<file path="src/rtl/store_buffer.sv">
// Posted-write store buffer between the memory stage and data_memory, with youngest-match load forwarding.
// Optional feature macro: STORE_BUFFER_COALESCE_EN (merge a store into the youngest entry on address match).
module store_buffer #(
    parameter int DEPTH = 4,
    parameter int AW    = 32,
    parameter int DW    = 32
) (
    input  logic                       clk,
    input  logic                       rst_n,
    input  logic                       st_valid,
    input  logic [AW-1:0]              st_addr,
    input  logic [DW-1:0]              st_data,
    output logic                       st_ready,
    input  logic                       ld_req,
    input  logic [AW-1:0]              ld_addr,
    output logic [DW-1:0]              ld_data,
    output logic                       ld_hit,
    output logic [AW-1:0]              mem_addr,
    output logic [DW-1:0]              mem_wdata,
    output logic                       mem_write,
    output logic                       mem_read,
    input  logic [DW-1:0]              mem_rdata,
    output logic                       empty,
    output logic [$clog2(DEPTH):0]     count
);

    localparam int PW = $clog2(DEPTH);
    localparam int CW = PW + 1;

    typedef enum logic [1:0] {PORT_IDLE, PORT_LOAD, PORT_DRAIN} port_e;

    logic [AW-1:0]    r_addr [DEPTH];
    logic [DW-1:0]    r_data [DEPTH];
    logic [DEPTH-1:0] r_valid;
    logic [PW-1:0]    r_head;
    logic [PW-1:0]    r_tail;
    logic [CW-1:0]    r_count;

    port_e            w_sel;
    logic             w_push;
    logic             w_merge;
    logic             w_alloc;
    logic             w_drain;
    logic             w_hit;
    logic [DW-1:0]    w_fwd;
    logic [PW-1:0]    w_youngest;

    assign st_ready   = (r_count < CW'(DEPTH));
    assign empty      = (r_count == '0);
    assign count      = r_count;
    assign w_push     = st_valid && st_ready;
    assign w_youngest = r_tail - PW'(1);
    assign w_drain    = (w_sel == PORT_DRAIN);

`ifdef STORE_BUFFER_COALESCE_EN
    // A head entry leaving this cycle cannot absorb the new data, so it allocates instead.
    assign w_merge = w_push && r_valid[w_youngest] && (r_addr[w_youngest] == st_addr)
                     && !(w_drain && (w_youngest == r_head));
`else
    assign w_merge = 1'b0;
`endif

    assign w_alloc = w_push && !w_merge;

    // Walk oldest to youngest so the last match (youngest) wins.
    always_comb begin
        w_hit = 1'b0;
        w_fwd = '0;
        for (int i = 0; i < DEPTH; i++) begin
            if (r_valid[r_head + PW'(i)] && (r_addr[r_head + PW'(i)] == ld_addr)) begin
                w_hit = 1'b1;
                w_fwd = r_data[r_head + PW'(i)];
            end
        end
    end

    assign ld_hit  = w_hit;
    assign ld_data = w_hit ? w_fwd : mem_rdata;

    always_comb begin
        w_sel = PORT_IDLE;
        if (ld_req && !w_hit) begin
            w_sel = PORT_LOAD;
        end else if (r_count != '0) begin
            w_sel = PORT_DRAIN;
        end
    end

    assign mem_read  = (w_sel == PORT_LOAD);
    assign mem_write = w_drain && rst_n;
    assign mem_addr  = w_drain ? r_addr[r_head] : ld_addr;
    assign mem_wdata = r_data[r_head];

    always_ff @(posedge clk) begin
        if (!rst_n) begin
            r_head  <= '0;
            r_tail  <= '0;
            r_count <= '0;
            r_valid <= '0;
        end else begin
            if (w_drain) begin
                r_valid[r_head] <= 1'b0;
                r_head          <= r_head + PW'(1);
            end
            if (w_alloc) begin
                r_valid[r_tail] <= 1'b1;
                r_tail          <= r_tail + PW'(1);
            end
            r_count <= r_count + CW'(w_alloc) - CW'(w_drain);
        end
    end

    // Payload storage carries no reset; r_valid qualifies every read of it.
    always_ff @(posedge clk) begin
        if (w_alloc) begin
            r_addr[r_tail] <= st_addr;
            r_data[r_tail] <= st_data;
        end else if (w_merge) begin
            r_data[w_youngest] <= st_data;
        end
    end

endmodule

</file>
<file path="config.mk">
export PLATFORM = sky130hd
export DESIGN_NAME = store_buffer
export DESIGN_NICKNAME = d
export VERILOG_FILES = /design/src/rtl/store_buffer.sv
export SDC_FILE = /design/constraint.sdc
export NUM_CORES = 1
export LEC_CHECK = 0
export BUFFER_PORTS_ARGS = -buffer_cell sky130_fd_sc_hd__buf_2
export CORE_ASPECT_RATIO = 1.2
export CORE_UTILIZATION = 30
export DETAILED_ROUTE_END_ITERATION = 12
export PLACE_DENSITY_LB_ADDON = 0.08
export SLEW_MARGIN = 20
export SYNTH_ARGS = -nofsm -noshare
export SYNTH_HDL_FRONTEND = slang
export SYNTH_SLANG_ARGS = --single-unit
export TNS_END_PERCENT = 1
</file>
<file path="constraint.sdc">
create_clock -name clk -period 9.55 [get_ports clk]
set_clock_uncertainty 0.15 [all_clocks]
set_input_delay 1.4325 -clock clk [delete_from_list [all_inputs] [get_ports clk]]
set_output_delay 1.4325 -clock clk [all_outputs]
set_load 0.03 [all_outputs]
</file>
# Word-level counts from Yosys, hierarchy flattened
# Memory sizes are Yosys's and may differ from the RTL's. A register that Yosys moved wholly into a read port is not among the register bits.
# Cells that the tools add are included.
# word_totals
regBits	11
ram_bits	256
out_inout_bits	104
mem_count	2
# memory_table
memory	depth	width	read_ports	rd_ports_with_merged_regs	write_ports	line	rtl
r_addr	4	32	4	1	1	32	logic [AW-1:0] r_addr [DEPTH];
r_data	4	32	4	1	1	33	logic [DW-1:0] r_data [DEPTH];
# op_classes
n_addsub	6
magnitude_cmp	8
n_eq_ne	6
muxes	33
bitwise	3
reduce_logical	12
# ops
op	count
2-to-1 mux 32 bit	6
== test 32 bit	4
< comparator 2 x 3 -> 1 bit, second input constant	5
2-to-1 mux 1 bit	12
2-to-1 mux 2 bit	6
2-to-1 mux 4 bit	3
logical AND 1 bit	9
binary-select mux 1 bit (select 2 bit)	4
adder 2 x 1 -> 2 bit, second input constant	2
adder 2 bit, second input constant	2
bitwise AND 4 bit	1
demux 1 bit (select 2 bit)	2
greater-or-equal comparator 2 x 1 -> 1 bit, second input constant	2
inverter 4 bit	1
bitwise OR 4 bit	1
adder 3 x 1 -> 3 bit	1
logical NOT 3 bit	1
< comparator 3 bit, second input constant	1
nonzero test 3 bit	1
subtractor 3 x 1 -> 3 bit	1
== test 2 x 1 -> 1 bit, second input constant	1
== test 2 bit, second input constant	1
logical NOT 1 bit	1

# Logic depth before layout (Yosys ltp)
# Gate-level depths: netlist of run 1.
# logic_depth
ltp_word	15
mapped_depth	28
mapped_depth_nobuf	19

# Worst setup path after synthesis of run 1
# No wires, ideal clock.
# synth_timing
path_kind	reg2out
from	register r_head[0]
to	output ld_data[25]
arrival_ps	4212
slack_ps	3755
stages_incl_launch_ff	17
path_buffers	6
path_cell_list	dfxtp_1 -> buf_4 -> buf_4 -> buf_4 -> inv_2 -> ha_1 -> buf_2 -> buf_4 -> mux4_2 -> xnor2_1 -> nand4_1 -> nor4_1 -> nand2_1 -> nand3_1 -> buf_2 -> o21ai_0 -> a21oi_1
# synth_via
elab_chain_cells	8
word_cells_on_any_way	29
classes_between	3 x add/sub; 3 x eq/ne; 17 x mux; 4 x reduce/logical; 2 x memory
# synth_rtl
item	line	rtl
start: declaration	35	logic [PW-1:0] r_head;
start signal: assignment	103	r_head <= r_head + PW'(1);
adder 2 x 1 -> 2 bit / binary-select mux 1 bit (select 2 bit) (equally long branches)	70	if (r_valid[r_head + PW'(i)] && (r_addr[r_head + PW'(i)] == ld_addr)) begin
memory (4 x 32 bit), or another cell as far along	-	
== test 32 bit, or another cell as far along	70	
logical AND 1 bit / 2-to-1 mux 1 bit (equally long branches)	70	
2-to-1 mux 1 bit (2 in series)	70	
2-to-1 mux 1 bit *	70	
net ld_hit	17	output logic ld_hit,
2-to-1 mux 32 bit *	78	assign ld_data = w_hit ? w_fwd : mem_rdata;
end: declaration	16	output logic [DW-1:0] ld_data,
# Mark *: on every way through the listed nets, which the timed path passes. The rest lies on a longest branch. The select of a mux whose other input is x is not followed.

# Worst setup path in the final report of run 1
# layout_timing
from	register r_head[1]
to	output ld_data[0]
# layout_via
elab_chain_cells	8
word_cells_on_any_way	29
classes_between	3 x add/sub; 3 x eq/ne; 17 x mux; 4 x reduce/logical; 2 x memory
# layout_rtl
item	line
adder 2 x 1 -> 2 bit / binary-select mux 1 bit (select 2 bit) (equally long branches)	70, 72
memory (4 x 32 bit), or another cell as far along	-
== test 32 bit, or another cell as far along	70
logical AND 1 bit, or another cell as far along	70
2-to-1 mux 32 bit / 2-to-1 mux 1 bit (equally long branches) (3 in series)	70
2-to-1 mux 32 bit *	78
# Mark *: on every way between the ends. The rest lies on a longest branch, timed or not. The select of a mux whose other input is x is not followed.

==> results of run 1 <==
## flip-flops by register name, indices dropped and copies added (netlist names), named ones only
name	flops
count	3
r_addr	128
r_data	128
r_head	2
r_tail	2
r_valid	4
## cells by family (layout without fill, tap and decap cells)
family / after synthesis / after routing / share of synthesized area
AND/OR/NAND/NOR: 273 / 273 / 0.0694
XOR/XNOR: 123 / 123 / 0.0588
flip-flops: 269 / 269 / 0.434
multiplexers: 357 / 357 / 0.309
adder cells (fa/ha/maj): 11 / 11 / 0.00792
buffers and inverters: 152 / 338 / 0.0418
AO/OA/AOI/OAI: 247 / 247 / 0.0790
## per-layer routing
| layer | vias to the layer above | global-route usage | share of wire |
|---|---|---|---|
| li1 | 5893 | - | - |
| met1 | 6643 | 0.238 | 0.41 |
| met2 | 343 | 0.358 | 0.53 |
| met3 | 80 | 0.0227 | 0.041 |
| met4 | 10 | 0.0558 | 0.026 |
| met5 | - | 0 | 0.00086 |
## where the power goes
group	internal (mW)	switching, mW
registers	1.43	0.138
clock network	0.781	0.485
logic	0.947	1.30
total	3.16	1.92
## final timing paths
check                                         endpoint  slack, ns
worst max-delay path                        ld_data[0]       1.20
worst max register to register     count[2]$_SDFF_PN0_       2.67
worst min register to register  r_tail[0]$_SDFFE_PN0P_       0.43
worst min-delay path            r_tail[0]$_SDFFE_PN0P_       0.43
## metrics by stage
step | setup slack (ns) | utilization
after floorplan | 3.76 | -
after global placement | 1.88 | 0.335
after detailed placement | 1.70 | 0.335
after CTS | 1.06 | 0.353
after global routing | 0.729 | 0.353
final | 1.20 | 0.353
## final cells by class
type	instances	area, um2
repair buffers	257	1350
clock buffers	38	802
multi-input cells	1011	9660
fillers	5908	38800
inverters	23	86.3
clock inverters	20	274
well taps	800	1000
flip-flops and latches	269	7960
## layout by cell type (no fill, tap or decap), types with 10 or more instances in the layout
cell	n
inv_1	17
buf_2	235
xnor2_1	113
clkbuf_16	31
o21ai_1	13
mux2_4	26
mux2i_1	132
nand3_1	36
clkinv_1	10
a21oi_1	44
nor3_1	10
o21ai_0	133
nand2_1	143
nand4_1	24
nor2_1	25
mux2_2	40
xor2_1	10
mux4_2	152
buf_4	21
edfxtp_1	256
## worst max-delay path, delay by kind of cell, from the launching register on
| kind | cells | cell delay [ns] |
|---|---|---|
| simple gates | 4 | 1.37 |
| fa+ha+maj | 1 | 0.83 |
| flops | 1 | 0.68 |
| buf+inv | 6 | 2.25 |
| compound gates | 3 | 0.92 |
==> impl_results.md, run 1 <==
* P_leak at 6.95 nW
* GR Overflow Total at 0
* Crit-path cells: inv_1 > ha_4 > buf_4 > inv_2 > nor4_1 > o2111ai_1 > nor4b_4 > buf_4 > and2_1 > buf_4 > nor3_1 > a2111oi_0 > o21ai_1 > buf_2
* CTS tree: yes
* Fmax at between 100 and 150 MHz
* Post-CTS setup buffer count at 0
* Crit path max fanout at 54
* Clock-pin slew on the worst setup and hold paths at 0.06 ns
* CTS max path bufs at 3
* Clock Tree Root: clkbuf_16
* Avg Inst Size Synth at 12.8 um2
* # Max-Cap Violations at 0
* DRT antenna net count at 0
* Hold_ws at roughly 0.43 ns
* Crit Path Category: reg2out
* Post-synthesis cell type count at slightly below 70
* Die X at between 200 and 250 um
* # setup viols final at 0
* Cell Rows at slightly below 100
* Placed cell area at 20,100 um2
* Share of the synthesized area in the top cell type at 0.420
* Hold Startpoint: r_tail[0]$_SDFFE_PN0P_
* GPL Wtd Cong at about 0.85
* Htree depth at 1
* Status: complete, no violations
* Hold Vio Cnt, Final at 0
* Critical Path Start Type: register
* Synth cell count leaders: 256 x edfxtp_1, 152 x mux4_2, 143 x nand2_1
* Number of buffers created by CTS at 31
* Sink Count at 269
* Hold crit path type: reg2reg
* CP startpoint: r_head[1]$_SDFFE_PN0N_
* Post-CTS Hold Fix Bufs at 0
* Post_cts resized at 0
* DR pass1 iterations at 7
* R2R cell count at 20
* Cell Count, Final, Fillers Out at between 2,000 and 2,500
* Arrival time at the worst endpoint at around 6.8 ns
* Final net count at around 1,700
* Die area at slightly above 60,000 um2
* Largest net degree at the start of global routing at 123
* Pwr/cell area at ~240 nW/um2
* Hold depth at 2
* Fraction of layout cells with a size suffix above 1 at 0.337
* # port buffers at between 200 and 250
* Top-count cell post-synth: edfxtp_1
* Initial Utilization at 0.306
* DR vias at between 10,000 and 15,000
* Synth Net Count at between 1,500 and 2,000
* Design area at between 20,000 and 25,000 um2
* CP endpoint kind: output port
* Skew-Pair Late Insertion Delay at 0.59 ns
* Final HPWL DP at 42.5 mm
* Die Span Y at roughly 270 um
* Final wirelength at 61.3 mm
* I/O Pins at approximately 240
* Worst slew margin at 0.355
* Synth Flop Type: edfxtp_1
* Core Area at 60,000 um2
* Reg2reg start: r_head[1]$_SDFFE_PN0N_
* Worst path slowest cell: ha_4
* Asr flop ratio synth at 0
* Setup TNS at 0 ns
* Number of synthesized flops with an enable pin at around 260
* Mapped Area at ~18,000 um2
* CP dominant cell by count: buf_4
* Seq/Total Area, Yosys at 0.434
* Slew @ Worst Pin at 0.968 ns
* Highest ir drop seen on vdd at approximately 0.15 mV
* Placed Cells incl. Taps at 2,360
* Initial DRC Count at 860
* Wire length per cell at between 20 and 30 um
* Synth area leaders: edfxtp_1 42%, mux4_2 19%, mux2i_1 7.2%
* Final Critical Period at approximately 8.4 ns
* Vias in the first global route at ~13,000
* Yosys synthesis warning count at 0
* Vias per cell at ~5.4
* Tot GR Track Use at 0.196
* Critical Path Max Stage Delay at 0.83 ns
* Initial antenna violation count at 6
* Yosys top cell by area: edfxtp_1
* Area Overhead vs Synth at 15.4%
* Post-Syn Instances at about 1,400
* FF+latch count, synth at 269
* Crit path required time at 7.97 ns
* Total power at ~5 mW
* ANT cells at 0
* Tcrit/Tclk final at 0.875
* First-pass GRT wire length at between 80 and 90 mm
* Pins over their slew limit at 0
* DRC Markers at 0
* RSZ-0062 raised after global routing: no
(Power assumes the default switching activity.)
==> run 2, diff against run 1 <==
- CORE_UTILIZATION: 30 -> 45
==> impl_results.md, run 2 (synthesis gave the netlist of run 1 again) <==
* Core Area at roughly 40,000 um2
* Post_cts resized at 0
* Largest net degree at the start of global routing at around 150
* Critical Path Max Stage Delay at ~0.93 ns
* Slew @ Worst Pin at 1.21 ns
* Register area at roughly 8000 um2
* Commonest non-fill, non-tap cell in the layout: edfxtp_1
* Area of the multi-input gates at approximately 9700 um2
* Crit path max fanout at 62
* Tcrit/Tclk final at 0.861
* Pins over their slew limit at 0
* Setup TNS at 0 ns
* Fraction of layout cells with a size suffix above 1 at 0.341
* Status: complete, no violations
* Hold Startpoint: r_tail[0]$_SDFFE_PN0P_
* Final Critical Period at 8.22 ns
* CTS tree: yes
* First-pass GRT wire length at 78.9 mm
* CP startpoint: r_head[0]$_SDFFE_PN0N_
* Crit Path Category: reg2out
* DRC Markers at 0
* Crit path required time at between 7 and 8 ns
* Final net count at ~1,700
* GPL Wtd Cong at ~0.9
* Initial Utilization at 0.459
* Cell Rows at 80
* Sink Count at approximately 270
* Fill cell count at between 3,000 and 4,000
* Reg2reg start: r_head[0]$_SDFFE_PN0N_
* Critical Path Start Type: register
* CTS max path bufs at 3
* Worst r2r dst: count[2]$_SDFF_PN0_
* I/O Pins at between 200 and 250
* GR Overflow Total at 0
* Die X at about 190 um
* # Max-Cap Violations at 0
* Crit path capture: ld_data[30]
* Pwr/cell area at 239 nW/um2
* Worst path slowest cell: ha_4
* Final HPWL DP at about 37 mm
* Final wirelength at about 54 mm
* Number of buffers created by CTS at 30
* Post-CTS Hold Fix Bufs at 0
* Hold crit path type: reg2reg
* Clock Tree Root: clkbuf_16
* Clock-pin slew on the worst setup and hold paths at approximately 0.060 ns
* Placed Cells incl. Taps at 2,091
* Initial DRC Count at 858
* Total power at a little under 5 mW
* # port buffers at approximately 240
* R2r setup slk at about 2.6 ns
* Wire length per cell at 25.0 um
* DR pass1 iterations at 5
* DR vias at 13,022
* Arrival time at the worst endpoint at around 6.6 ns
* Post-CTS setup buffer count at 0
* Cell Count, Final, Fillers Out at between 2,000 and 2,500
* Skew-Pair Late Insertion Delay at about 0.59 ns
* Initial antenna violation count at 3
* Largest regs: r_addr x128, r_data x128, r_valid x4
* Most frequent cells in the layout: 256 x edfxtp_1, 235 x buf_2, 152 x mux4_2
* CP endpoint kind: output port
* Highest ir drop seen on vdd at around 0.18 mV
* Tot GR Track Use at 0.256
* Crit-path cells: inv_2 > ha_4 > mux4_2 > xnor2_1 > nand4_1 > nor2_1 > nor4b_4 > nand2_1 > a31oi_4 > o311a_1 > a21oi_1 > buf_2
* Vias in the first global route at around 13,000
* Die Span Y at ~220 um
* Worst slew margin at 0.192
* DRT antenna net count at 0
* Hold_ws at 0.438 ns
* Fmax at around 120 MHz
* P_leak at between 6 and 7 nW
* Vias per cell at roughly 6.1
* Area Overhead vs Synth at 13.2%
* # setup viols final at 0
* Hold Vio Cnt, Final at 0
* RSZ-0062 raised after global routing: no
* Htree depth at 1
* R2R cell count at 19
* Die area at ~42,000 um2
run 2: layout make-up:
| class | instances | share of cell area |
|---|---|---|
| diodes | 1 | 0.000121 |
| clock buffers | 31 | 0.0374 |
| clock inverters | 25 | 0.0107 |
| inverters | 23 | 0.00416 |
| multi-input cells | 1011 | 0.466 |
| flip-flops and latches | 269 | 0.384 |
| well taps | 533 | 0.0322 |
| repair buffers | 256 | 0.0659 |
run 2: worst max-delay path, delay by kind of cell (launching register included):
family,cells,cell delay (ns)
AOI/OAI and AO/OA,3,1.29
xor gates and xnor gates,1,0.35
DFF,1,0.76
adders and majority gates,1,0.93
and+or+nand+nor,4,1.70
muxes,1,0.61
buffers and inverters,2,0.37
run 2: per-stage QoR:
step	area [um2]	worst slack, ns	util
finish	20700	1.33	0.519
global route	20700	1.01	0.519
CTS	20700	1.30	0.519
detailed placement	19700	1.96	0.494
global placement	19700	1.98	0.494
floorplan	18300	3.76	-
run 2: how the worst min path moves through the flow:
| stage | endpoint | slack, ns | cells past startpoint |
|---|---|---|---|
| 5_1_grt | r_tail[0]$_SDFFE_PN0P_ | 0.47 | 2 |
| 6_report | r_tail[0]$_SDFFE_PN0P_ | 0.44 | 2 |
| 3_3_place_gp | count[2]$_SDFF_PN0_ | 0.42 | 3 |
| 3_5_place_dp | count[2]$_SDFF_PN0_ | 0.43 | 3 |
| 4_1_cts | count[2]$_SDFF_PN0_ | 0.44 | 3 |
| 2_1_floorplan | r_valid[0]$_SDFF_PN0_ | 0.39 | 2 |
run 2: routing by layer:
| metal | global-route usage | vias up | wire [um] |
|---|---|---|---|
| met4 | 0.101 | 4 | 2000 |
| li1 | - | 5895 | - |
| met5 | 0 | - | 23 |
| met2 | 0.454 | 488 | 27600 |
| met1 | 0.314 | 6529 | 21100 |
| met3 | 0.0326 | 106 | 2990 |
run 2: power breakdown:
group / switching [mW] / internal [mW] / total [mW]
combinational: 1.27 / 0.957 / 2.23
sequential: 0.138 / 1.43 / 1.57
clock: 0.485 / 0.672 / 1.16
